`config.mk`:
```
export PLATFORM = sky130hd
export DESIGN_NAME = inport_ioc_bank
export DESIGN_NICKNAME = d
export VERILOG_FILES = /design/src/rtl/inport_ioc_bank.sv
export SDC_FILE = /design/constraint.sdc
export NUM_CORES = 1
export LEC_CHECK = 0
export BUFFER_PORTS_ARGS = -buffer_cell sky130_fd_sc_hd__buf_2
export CAP_MARGIN = 20
export CORE_UTILIZATION = 40
export DETAILED_ROUTE_END_ITERATION = 6
export HOLD_SLACK_MARGIN = 0.06
export PLACE_DENSITY = 0.57
export SLEW_MARGIN = 30
export SYNTH_ARGS = -nofsm -noshare
export SYNTH_HDL_FRONTEND = slang
export SYNTH_SLANG_ARGS = --single-unit
```
`constraint.sdc`:
```
create_clock -name clk -period 2.6 [get_ports clk]
set_input_delay 0.39 -clock clk [delete_from_list [all_inputs] [get_ports clk]]
set_output_delay 0.39 -clock clk [all_outputs]
set_load 0.005 [all_outputs]
```
`src/rtl/inport_ioc_bank.sv`:
```
// Purpose : interrupt-on-change input bank on the PicoBlaze port bus (sync, debounce, edge flags, mask).
// Latency : port_in change to flag = SYNC_STAGES+DEBOUNCE+1 edges; read data one cycle after ren.
// Backpres: none; bus strobes are single-cycle and always accepted, int_out is a level held until cleared.
//
// Ports:
//   clk      system clock, rising edge
//   rst      synchronous active-low reset
//   address  port bus address; BASE_ADDR+0..+4 = DATA, POS_EN, NEG_EN, FLAGS (W1C), MASK
//   data_in  port bus write data
//   wen/ren  single-cycle write / read strobes
//   port_in  asynchronous external inputs
//   port_out registered read data (0 when no in-range read)
//   int_out  level interrupt = |(FLAGS & MASK)
//   int_ack  clears every flag
`timescale 1ns/1ps
module inport_ioc_bank #(
  parameter logic [7:0] BASE_ADDR   = 8'h03,
  parameter int         WIDTH       = 8,
  parameter int         SYNC_STAGES = 2,
  parameter int         DEBOUNCE    = 0
) (
  input  logic             clk,
  input  logic             rst,
  input  logic [7:0]       address,
  input  logic [7:0]       data_in,
  input  logic             wen,
  input  logic             ren,
  input  logic [WIDTH-1:0] port_in,
  output logic [7:0]       port_out,
  output logic             int_out,
  input  logic             int_ack
);

  localparam int CW = (DEBOUNCE > 0) ? $clog2(DEBOUNCE + 1) : 1;

  logic [SYNC_STAGES-1:0][WIDTH-1:0] sync_q;
  logic [WIDTH-1:0] sync;
  logic [WIDTH-1:0] stable;
  logic [WIDTH-1:0] prev_q;
  logic [WIDTH-1:0] pos_en_q;
  logic [WIDTH-1:0] neg_en_q;
  logic [WIDTH-1:0] flags_q;
  logic [WIDTH-1:0] mask_q;

  // Synchroniser chain: stage 0 samples the pin, the last stage feeds the debouncer.
  always_ff @(posedge clk) begin
    if (!rst) begin
      sync_q <= '0;
    end else begin
      sync_q[0] <= port_in;
      for (int s = 1; s < SYNC_STAGES; s++) begin
        sync_q[s] <= sync_q[s-1];
      end
    end
  end

  assign sync = sync_q[SYNC_STAGES-1];

  generate
    if (DEBOUNCE == 0) begin : g_no_db
      assign stable = sync;
    end else begin : g_db
      logic [WIDTH-1:0]         stable_q;
      logic [WIDTH-1:0][CW-1:0] cnt_q;

      // A new level is accepted only after it has differed from the current
      // stable level for DEBOUNCE consecutive cycles; any agreement restarts it.
      always_ff @(posedge clk) begin
        if (!rst) begin
          stable_q <= '0;
          cnt_q    <= '0;
        end else begin
          for (int i = 0; i < WIDTH; i++) begin
            if (sync[i] != stable_q[i]) begin
              if (cnt_q[i] == CW'(DEBOUNCE - 1)) begin
                stable_q[i] <= sync[i];
                cnt_q[i]    <= '0;
              end else begin
                cnt_q[i] <= cnt_q[i] + 1'b1;
              end
            end else begin
              cnt_q[i] <= '0;
            end
          end
        end
      end

      assign stable = stable_q;
    end
  endgenerate

  // Address decode; wrap-around subtraction keeps the range test a single compare.
  logic [7:0] offset;
  logic       in_range;
  assign offset   = address - BASE_ADDR;
  assign in_range = (offset < 8'd5);

  logic [WIDTH-1:0] rise, fall, set_bits, clr_bits, w1c_bits, flags_nxt;
  assign rise      = stable & ~prev_q;
  assign fall      = ~stable & prev_q;
  assign set_bits  = (rise & pos_en_q) | (fall & neg_en_q);
  assign w1c_bits  = (wen && in_range && offset == 8'd3) ? data_in[WIDTH-1:0] : '0;
  assign clr_bits  = w1c_bits | {WIDTH{int_ack}};
  // Set is applied after clear so a fresh edge survives a simultaneous W1C or ack.
  assign flags_nxt = (flags_q & ~clr_bits) | set_bits;

  logic [7:0] rd_val;
  always_comb begin
    rd_val = '0;
    case (offset)
      8'd0:    rd_val[WIDTH-1:0] = stable;
      8'd1:    rd_val[WIDTH-1:0] = pos_en_q;
      8'd2:    rd_val[WIDTH-1:0] = neg_en_q;
      8'd3:    rd_val[WIDTH-1:0] = flags_q;
      8'd4:    rd_val[WIDTH-1:0] = mask_q;
      default: rd_val = '0;
    endcase
  end

  always_ff @(posedge clk) begin
    if (!rst) begin
      prev_q   <= '0;
      pos_en_q <= '0;
      neg_en_q <= '0;
      flags_q  <= '0;
      mask_q   <= '0;
      port_out <= '0;
    end else begin
      prev_q   <= stable;
      flags_q  <= flags_nxt;
      // rd_val is built from current register contents, so a same-cycle
      // write is not visible to this read.
      port_out <= (ren && in_range) ? rd_val : 8'h00;
      if (wen && in_range) begin
        case (offset)
          8'd1:    pos_en_q <= data_in[WIDTH-1:0];
          8'd2:    neg_en_q <= data_in[WIDTH-1:0];
          8'd4:    mask_q   <= data_in[WIDTH-1:0];
          default: ;
        endcase
      end
    end
  end

  assign int_out = |(flags_q & mask_q);

endmodule

```
Word level (Yosys, flattened, before mapping)
Cells that the tools add are included.
Operators by class
  add/sub/neg operators: 1
  $lt $le $gt $ge: 1
  equal/unequal tests: 4
  mux-type cells: 2
  bitwise logic cells: 12
  reduce and logical (&&, ||, !) cells: 9
Operators by type and width (number)
  8-bit bitwise AND: 6
  8-bit case mux with 5 select lines: 1
  8-bit NOT: 3
  8-bit OR: 3
  8-bit by 2-bit == test with 1-bit output (second input constant): 2
  8-bit by 1-bit == test with 1-bit output (second input constant): 1
  8-bit by 3-bit == test with 1-bit output (second input constant): 1
  8-bit logical NOT: 1
  8-bit by 3-bit < comparator with 1-bit output (second input constant): 1
  8-bit 2-to-1 mux: 1
  2-bit AND reduction: 4
  8-bit OR reduction: 1
  8-bit by 2-bit subtractor with 8-bit output (second input constant): 1
  1-bit logical AND: 3
Word-level totals
  register bits: 64
  input bits: 29
  output and inout port bits: 9

Longest topological paths before layout
Gate-level depths: netlist (run 1).
  word-level depth: 9
  mapped depth: 7
  mapped depth without buffers: 4

Worst setup path after synthesis (run 1)
Ideal clock, no wire load.
  path type: input-to-reg
  start point: input port address[3]
  end point: register pos_en_q[5]
  data arrival time: 1.939 ns
  data required time: 2.485 ns
  setup slack: 0.546 ns
  stages: 7
  cells stage by stage: or4_4 buf_6 or4b_4 buf_6 buf_6 nand3_2 o21ai_2
Between the ends
  longest elaborated chain between the ends: 4
Ends and longest elaborated chain
  start: declaration: line 24  | input logic [7:0] address,
  8-bit by 2-bit subtractor with 8-bit output *: line 95  | assign offset = address - BASE_ADDR;
  8-bit by 3-bit < comparator with 1-bit output: line 96  | assign in_range = (offset < 8'd5);
  1-bit logical AND: line 134  | if (wen && in_range) begin
  2-bit AND reduction (no source line) *
  end signal: assignment: line 136  | 8'd1: pos_en_q <= data_in[WIDTH-1:0];
  end: declaration: line 40  | logic [WIDTH-1:0] pos_en_q;
Every way passes the cells marked *; elsewhere a longest branch is shown, timed or not.
A chain may end at the register's enable or synchronous reset.

Worst setup path after layout (run 1)
  start point: input port address[3]
  end point: register pos_en_q[7]
Same word-level chain as after synthesis.

==> results of run 1 <==
state kept, by name (all words and copies together) (netlist names):
name / cells
flags_q: 8
mask_q: 8
neg_en_q: 8
port_out: 8
pos_en_q: 8
prev_q: 8
stable: 8
sync_q: 8
cell usage after synthesis, drive strengths merged:
library cell / n
nor2: 7
nand3b: 8
clkbuf: 8
nor4: 3
a32oi: 1
nor2b: 3
o21ai: 22
a22oi: 4
inv: 1
nand3: 9
or4b: 1
mux2: 5
o2bb2ai: 2
and2: 24
mux2i: 26
a32o: 13
nand2b: 2
nand4: 1
dfxtp: 64
a22o: 1
a21oi: 3
and4bb: 1
and4: 1
or4: 1
and4b: 1
buf: 10
nand2: 47
nor3: 2
through the flow:
step           util, %  setup slack, ns
2_1_floorplan        -            0.546
3_3_place_gp      45.8            0.527
3_5_place_dp      45.8            0.501
4_1_cts           48.7            0.852
5_1_grt           48.7            0.798
6_report          48.7            0.844
critical path, delay by kind of cell:
family                 cells  cell delay (ns)
AND/OR/NAND/NOR            3             1.42
buffers and inverters      1             0.09
AO/OA/AOI/OAI              1             0.06
area by class of cell:
cell class / count / area, um^2
clock buffers: 11 / 151
clock inverters: 1 / 30.0
fillers: 615 / 3280
inverters: 1 / 3.75
multi-input cells: 188 / 1270
flip-flops and latches: 64 / 1280
well taps: 77 / 96.3
repair buffers: 47 / 273
routing by layer:
layer | GRT usage (%) | vias to the layer above | wire (um)
met5 | 0 | - | 0
met4 | 9.24 | 0 | 122
met3 | 4.47 | 11 | 303
met2 | 27.3 | 49 | 2540
met1 | 25.0 | 938 | 2980
li1 | - | 1035 | -
kinds of logic (layout without fill, tap and decap cells):
family / Yosys count / in the layout / synth area share (%)
AOI/OAI and AO/OA: 46 / 46 / 13.2
DFF: 64 / 64 / 48.3
buffers and inverters: 19 / 60 / 3.68
and+or+nand+nor: 111 / 111 / 22.8
muxes: 31 / 31 / 11.9
power by group:
part           internal, mW  switching, mW
clock                 0.474          0.338
sequential            0.996        0.00791
combinational        0.0412         0.0592
worst paths after layout:
path               from           to  slack (ns)  cells past startpoint
max          address[3]  pos_en_q[7]        0.84                      5
min          port_in[4]    sync_q[4]        0.26                      2
max reg2reg  flags_q[6]  port_out[6]        1.59                      4
min reg2reg   sync_q[2]    stable[2]        0.43                      1
==> results.ini, run 1 <==
[run_status]
status=complete, no violations

[floorplan]
rows=29
design.die.area_um2=6960
initial_core_util_pct=41.5
die_x_um=83.4
die_height_um=83.4
core_um2=6390
ios=38

[layout]
stdcell_area_um2=3110
layout_common_cells=dfxtp_1 (64), nand2_1 (47), buf_2 (37), mux2i_1 (26), and2_1 (24)
layout_commonest_cell=dfxtp_1
num_antenna_cells=0
fin_nets=340
layout-drive-gt1-share_pct=25.0
area_growth_pct=17.2
final_cells=389

[cts]
cts.path.max_buffers=2
cts-resized-gates=0
hold_buffers=0
cts_root_buffer=clkbuf_8
cts_buffers=9
clkTransAtPathRegs_ns=0.06
post_cts_buffers=0
cts_tree=done
clk-insertion-delay-late_ns=0.33
ctsHtreeMaxLevel=3
cts_sinks=64

[sta]
min_period_ns=1.76
worstMarginPinSlew_ns=0.518
final-max-slew-violation-count=0
fin_tns_setup_ns=0
hold_ws_ns=0.258
rsz0062_at_grt=false
min_period_over_period_pct=67.6
slew_headroom_pct=65.5
setup_viol=0
finClkSkew_ns=0.00627
hold_violations=0
max_freq_mhz=569

[global_route]
track_usage_pct=18.4
grt_overflow_total=0
grt_pass1_vias=1925
antenna_found_initial=0
grt_pass1_wl_mm=9.80
grt_max_degree=40

[pwr]
power_density_nw_per_um2=616
irDropWorstVdd_mv=0.266
leakage_nw=1.20
power_mw=1.92

[placement]
post_dp_cell_area_um2=2930
place.gp.congestion=0.717
dpl.cell_count=377
portBuffers=37
hpwlAfterDp_mm=4.00

[setup_path]
startpoint_type=input pin
arrival_ns=1.97
critPathSlowestCell=or4b_4
end_kind=flip-flop
path_cells=buf_2 > or4_4 > or4b_4 > nand3_1 > o21ai_2
critPathKind=in2reg
critPathMaxStageDelay_ns=0.69
critical_path.max_fanout=16
cp.required_ns=2.82

[route]
drc=0
drt_iter0_drc=155
via_per_inst=5.23
firstDrtPassIters=4
via_count=2033
wirelength_mm=5.95
drtAntennaViolNets=0
wire_per_inst_um=15.3

[worst_hold_path]
hp-class=in2reg

[flow_run]
maxCapViolations=0

[synth]
syn_nets=300
synth-seq-cells=64
synth_warnings=0
avgSynthCellArea_um2=9.78
ys_seq_area_share_pct=48.3
synth_cell_types=33
syn_area_um2=2650
yosys-top-cells-area=dfxtp_1 (48%), mux2i_1 (9.8%), nand2_1 (6.7%), and2_1 (5.7%), a32o_1 (4.9%)
synth_cells=271
synth_top_area_cell=dfxtp_1
yosysTopAreaCellShare_pct=48.3

Note: power is estimated with default switching activity, not from simulation.
==> run 2, diff against run 1 <==
PLACE_DENSITY = 0.59   (was 0.57)
clock period = 1.4 ns   (was 2.6 ns; I/O delays follow)
==> run 2 against run 1 <==
- the run now ends with setup timing left
- design area rose by 8.1%
- sequential power rose by 86%
- die area did not move
- via count rose by 5.4%
- cell count rose by 4.4%
- global-route usage rose by 0.70 points
- first-iteration DRC count fell by 6.5%
- core utilization rose by 3.9 points
- sequential share of layout area fell by 3.0 points
- critical path depth did not move
- largest cell class is now multi-input gates
- worst hold slack got worse by 0.18 ns
- flip-flop and latch count did not move
==> results.ini, run 2 (synthesis gave the netlist of run 1 again) <==
[floorplan]
die_height_um=83.4  ; unchanged
design.die.area_um2=6960  ; unchanged
ios=38  ; unchanged
core_um2=6390  ; unchanged
die_x_um=83.4  ; unchanged
rows=29  ; unchanged
initial_core_util_pct=41.5  ; unchanged

[run_status]
violations=setup timing
status=complete, but fails checks

[sta]
slew_headroom_pct=38.6  ; -27 points
hold_violations=0  ; unchanged
finClkSkew_ns=0.00619  ; -0.0000847 ns
worstMarginPinSlew_ns=0.919  ; +0.401 ns
rsz0062_at_grt=true
hold_ws_ns=0.0732  ; -0.185 ns
min_period_ns=1.43
finalWorstSetupSlack_ns=-0.0257  ; -0.869 ns
min_period_over_period_pct=102
setup_viol=16  ; +16
final-max-slew-violation-count=0  ; unchanged
max_freq_mhz=701

[global_route]
grt_overflow_total=0  ; unchanged
track_usage_pct=19.1  ; +0.70 points
grt_pass1_wl_mm=10.1  ; +3.5%
antenna_found_initial=0  ; unchanged
grt_max_degree=65  ; +63%
grt_pass1_vias=2052  ; +6.6%

[route]
via_count=2143  ; +5.4%
wirelength_mm=6.17  ; +3.7%
firstDrtPassIters=5  ; +1
drtAntennaViolNets=0  ; unchanged
wire_per_inst_um=15.2  ; -0.66%
drt_iter0_drc=145  ; -6.5%
drc=0  ; unchanged
via_per_inst=5.28  ; +1.0%

[layout]
layout-drive-gt1-share_pct=31.6  ; +6.6 points
regArea_um2=1280  ; about the same
n_fill_cell=597  ; -2.9%
layout_commonest_cell=dfxtp_1
final_cells=406  ; +4.4%
multiInputGateArea_um2=1350  ; +5.7%
fin_nets=353  ; +3.8%
layout_common_cells=dfxtp_1 (63), nand2_1 (45), buf_2 (36), mux2i_1 (26), and2_1 (24)
area_growth_pct=26.7
num_antenna_cells=0  ; unchanged
final_util_pct=52.6  ; +3.9 points

[placement]
place.gp.congestion=0.761  ; +6.1%
hpwlAfterDp_mm=3.88  ; -3.0%
dp_slack_ns=-0.486  ; -0.987 ns
portBuffers=37  ; unchanged
dpl.cell_count=385  ; +2.1%

[cts]
cts_buffers=9  ; unchanged
clkTransAtPathRegs_ns=0.06  ; about the same
clk-insertion-delay-late_ns=0.34  ; about the same
cts.path.max_buffers=2  ; unchanged
post_cts_buffers=0  ; unchanged
cts_tree=done
cts_sinks=64  ; unchanged
ctsHtreeMaxLevel=3  ; unchanged
cts_root_buffer=clkbuf_8

[setup_path]
critical_path.max_fanout=8  ; -8
critPathKind=in2reg
end_kind=flip-flop
startpoint_type=input pin
arrival_ns=1.66  ; -0.31 ns
cp.required_ns=1.63  ; -1.19 ns

[pwr]
irDropWorstVdd_mv=0.759  ; +190%
leakage_nw=1.28  ; +6.9%
power_mw=3.65  ; +90%
power_density_nw_per_um2=1090  ; +76%

[flow_run]
maxCapViolations=0  ; unchanged

[worst_hold_path]
hp-class=in2reg

==> run 2: cell types whose count changed in the layout (fill, tap and decap cells not counted), sizes merged <==
cell / before / now
clkinv: 0 / 3
dlygate4sd3: 0 / 4
or4b: 1 / 2
buf: 47 / 55
clkinvlp: 0 / 1
==> run 2: layout make-up <==
class / instances / share of cell area, %
multi-input cells: 189 / 40.1
flip-flops and latches: 64 / 38.2
repair buffers: 59 / 12.9
clock buffers: 11 / 4.21
well taps: 77 / 2.87
clock inverters: 5 / 1.68
inverters: 1 / 0.112
==> run 2: per-stage QoR <==
stage / TNS [ns] / instance area (um^2)
floorplan: -8.48 / 2670
global placement: -14.50 / 3040
detailed placement: -14.95 / 3040
CTS: -0.0757 / 3350
global route: -0.860 / 3360
finish: -0.199 / 3360
==> run 2: per-layer routing <==
metal / routed length, um / part of all wire [%] / vias to the layer above / global-route usage, %
met2: 2700 / 44 / 66 / 29.5
li1: - / - / 1070 / -
met1: 3010 / 49 / 997 / 25.3
met4: 113 / 1.8 / 0 / 8.32
met5: 0 / 0 / - / 0
met3: 342 / 5.5 / 10 / 5.07
==> run 2: worst max-delay path: stages <==
cell and delay [ns]:
buf_6 0.09, or4_4 0.58, or4b_4 0.62, nand3_2 0.11, o21ai_2 0.05
==> run 2: final timing paths <==
| path | to | depth (start not counted) | slack (ns) | from |
|---|---|---|---|---|
| setup / recovery | pos_en_q[2] | 5 | -0.03 | address[6] |
| hold reg to reg | stable[4] | 1 | 0.43 | sync_q[4] |
| hold / removal | sync_q[5] | 2 | 0.07 | port_in[5] |
| setup reg to reg | port_out[6] | 4 | 0.41 | flags_q[6] |
==> run 2: power breakdown <==
group	internal, mW	switching [mW]
logic	0.103	0.123
registers	1.85	0.0137
clock network	0.867	0.693
total	2.82	0.829
==> run 2: repair_timing <==
| item | 4_1_cts | 5_1_grt |
|---|---|---|
| setup endpoints to repair | 25 | 32 |
| endpoints found under the hold margin | 4 | 0 |
| pin swaps | 12 | 2 |
| hold buffers | 4 | 0 |
| resized for setup | 14 | 4 |
| cloned | 1 | 0 |
==> run 3, diff against run 2 <==
CORE_MARGIN = 2   (was unset)
clock period = 1.3 ns   (was 1.4 ns; I/O delays follow)
==> run 3 against run 2 <==
- the run still ends with setup timing left
- power grew 2.4%
- clock skew grew 0.0041 ns
- die area grew 4.9%
- core utilization grew 1.5 points
- first-iteration DRC count shrank 19%
- clock-buffer cell count grew 1
- combinational power grew 23%
- cell count grew 3.4%
- critical path depth is the same
==> results.ini, run 3 (synthesis gave the netlist of run 1 again) <==
[cts]
clk-insertion-delay-late_ns=0.34  ; about the same
cts_sinks=64  ; unchanged
cts.path.max_buffers=2  ; unchanged
cts_tree=done
cts_buffers=9  ; unchanged
ctsHtreeMaxLevel=3  ; unchanged
cts_root_buffer=clkbuf_8
clkTransAtPathRegs_ns=0.07  ; about the same

[placement]
portBuffers=37  ; unchanged
place.gp.congestion=0.807  ; +6.1%
dp_slack_ns=-0.578  ; -0.0923 ns
hpwlAfterDp_mm=4.13  ; +6.4%

[floorplan]
core_um2=6390  ; unchanged
die_height_um=85.4  ; +2.4%
ios=38  ; unchanged
die_x_um=85.4  ; +2.4%
initial_core_util_pct=41.5  ; unchanged
rows=29  ; unchanged
design.die.area_um2=7300  ; +4.9%

[pwr]
leakage_nw=1.35  ; +5.8%
power_mw=3.74  ; +2.4%
power_density_nw_per_um2=1080  ; -0.50%
irDropWorstVdd_mv=0.531  ; -30%

[setup_path]
cp.required_ns=1.58  ; -0.05 ns
startpoint_type=input pin
end_kind=flip-flop
arrival_ns=1.75  ; +0.09 ns
critPathKind=in2reg
critical_path.max_fanout=8  ; unchanged

[sta]
min_period_over_period_pct=114
rsz0062_at_grt=true
min_period_ns=1.48
slew_headroom_pct=43.5  ; +4.9 points
max_freq_mhz=677
final-max-slew-violation-count=0  ; unchanged
finalWorstSetupSlack_ns=-0.177  ; -0.151 ns
finClkSkew_ns=0.0102  ; +0.00406 ns
setup_viol=38  ; +22
hold_violations=0  ; unchanged
worstMarginPinSlew_ns=0.845  ; -0.0741 ns

[route]
wire_per_inst_um=14.9  ; -1.8%
drtAntennaViolNets=0  ; unchanged
drt_iter0_drc=118  ; -19%
firstDrtPassIters=4  ; -1
via_per_inst=5.12  ; -3.0%
via_count=2151  ; +0.37%
drc=0  ; unchanged
wirelength_mm=6.27  ; +1.6%

[layout]
n_fill_cell=590  ; -1.2%
layout_common_cells=dfxtp_1 (60), nand2_1 (39), buf_2 (36), mux2i_1 (26), and2_1 (24)
fin_nets=370  ; +4.8%
num_antenna_cells=0  ; unchanged
area_growth_pct=30.4
layout-drive-gt1-share_pct=34.7  ; +3.1 points
layout_commonest_cell=dfxtp_1

[global_route]
grt_overflow_total=0  ; unchanged
grt_max_degree=65  ; unchanged
grt_pass1_wl_mm=10.8  ; +6.2%
track_usage_pct=19.3  ; +0.13 points
antenna_found_initial=0  ; unchanged
grt_pass1_vias=2209  ; +7.7%

[worst_hold_path]
hp-class=in2reg

[run_status]
violations=setup timing
status=complete, but fails checks

[flow_run]
maxCapViolations=0  ; unchanged

## run 3: cell type report
cell class                 count  area, um^2  area share [%]
multi-input combinational    189        1340            38.7
sequential                    64        1290            37.2
timing repair buffer          76         573            16.6
clock buffer                  12         155            4.49
tap                           77        96.3            2.79
clock inverter                 1        5.00           0.145
inverter                       1        3.75           0.109
## run 3: final timing paths
kind                            slack [ns]       start           to  cells after the start
worst min register to register        0.43   sync_q[2]    stable[2]                      1
worst max register to register        0.29  flags_q[6]  port_out[6]                      4
worst min-delay path                  0.18  data_in[6]   flags_q[6]                      3
worst max-delay path                 -0.18  address[6]  pos_en_q[5]                      5
## run 3: repair_timing
item | CTS | global route
hold endpoints to repair | 8 | 0
gates resized for setup | 22 | 5
setup buffers | 1 | 2
pin swaps | 9 | 4
hold buffers | 8 | 0
gates cloned | 1 | 0
setup endpoints to repair | 38 | 38
## run 3: critical path, stage by stage
cell and delay, ns:
buf_6 0.09, or4_4 0.55, buf_4 0.16, or4b_4 0.60, o21ai_2 0.16
## run 3: per-stage QoR
step	setup TNS, ns	hold WS [ns]	util [%]	instances	instance area [um^2]
3_3_place_gp	-18.47	0.400	48.5	395	3100
5_1_grt	-4.59	0.177	54.1	420	3460
3_5_place_dp	-19.23	0.405	48.5	395	3100
4_1_cts	-2.52	0.161	53.7	418	3430
2_1_floorplan	-11.63	0.322	-	271	2670
6_report	-3.37	0.180	54.1	420	3460
## run 3: power breakdown
group	total [mW]	switching (mW)	internal [mW]
Clock	1.45	0.689	0.761
Combinational	0.279	0.138	0.141
Sequential	2.01	0.0156	1.99
## run 3: per-layer routing
metal,track usage [%],wire length [um],share of wire [%]
met5,0,0,0
met4,8.95,145,2.3
met3,5.45,350,5.6
met2,28.6,2690,43
met1,25.9,3080,49
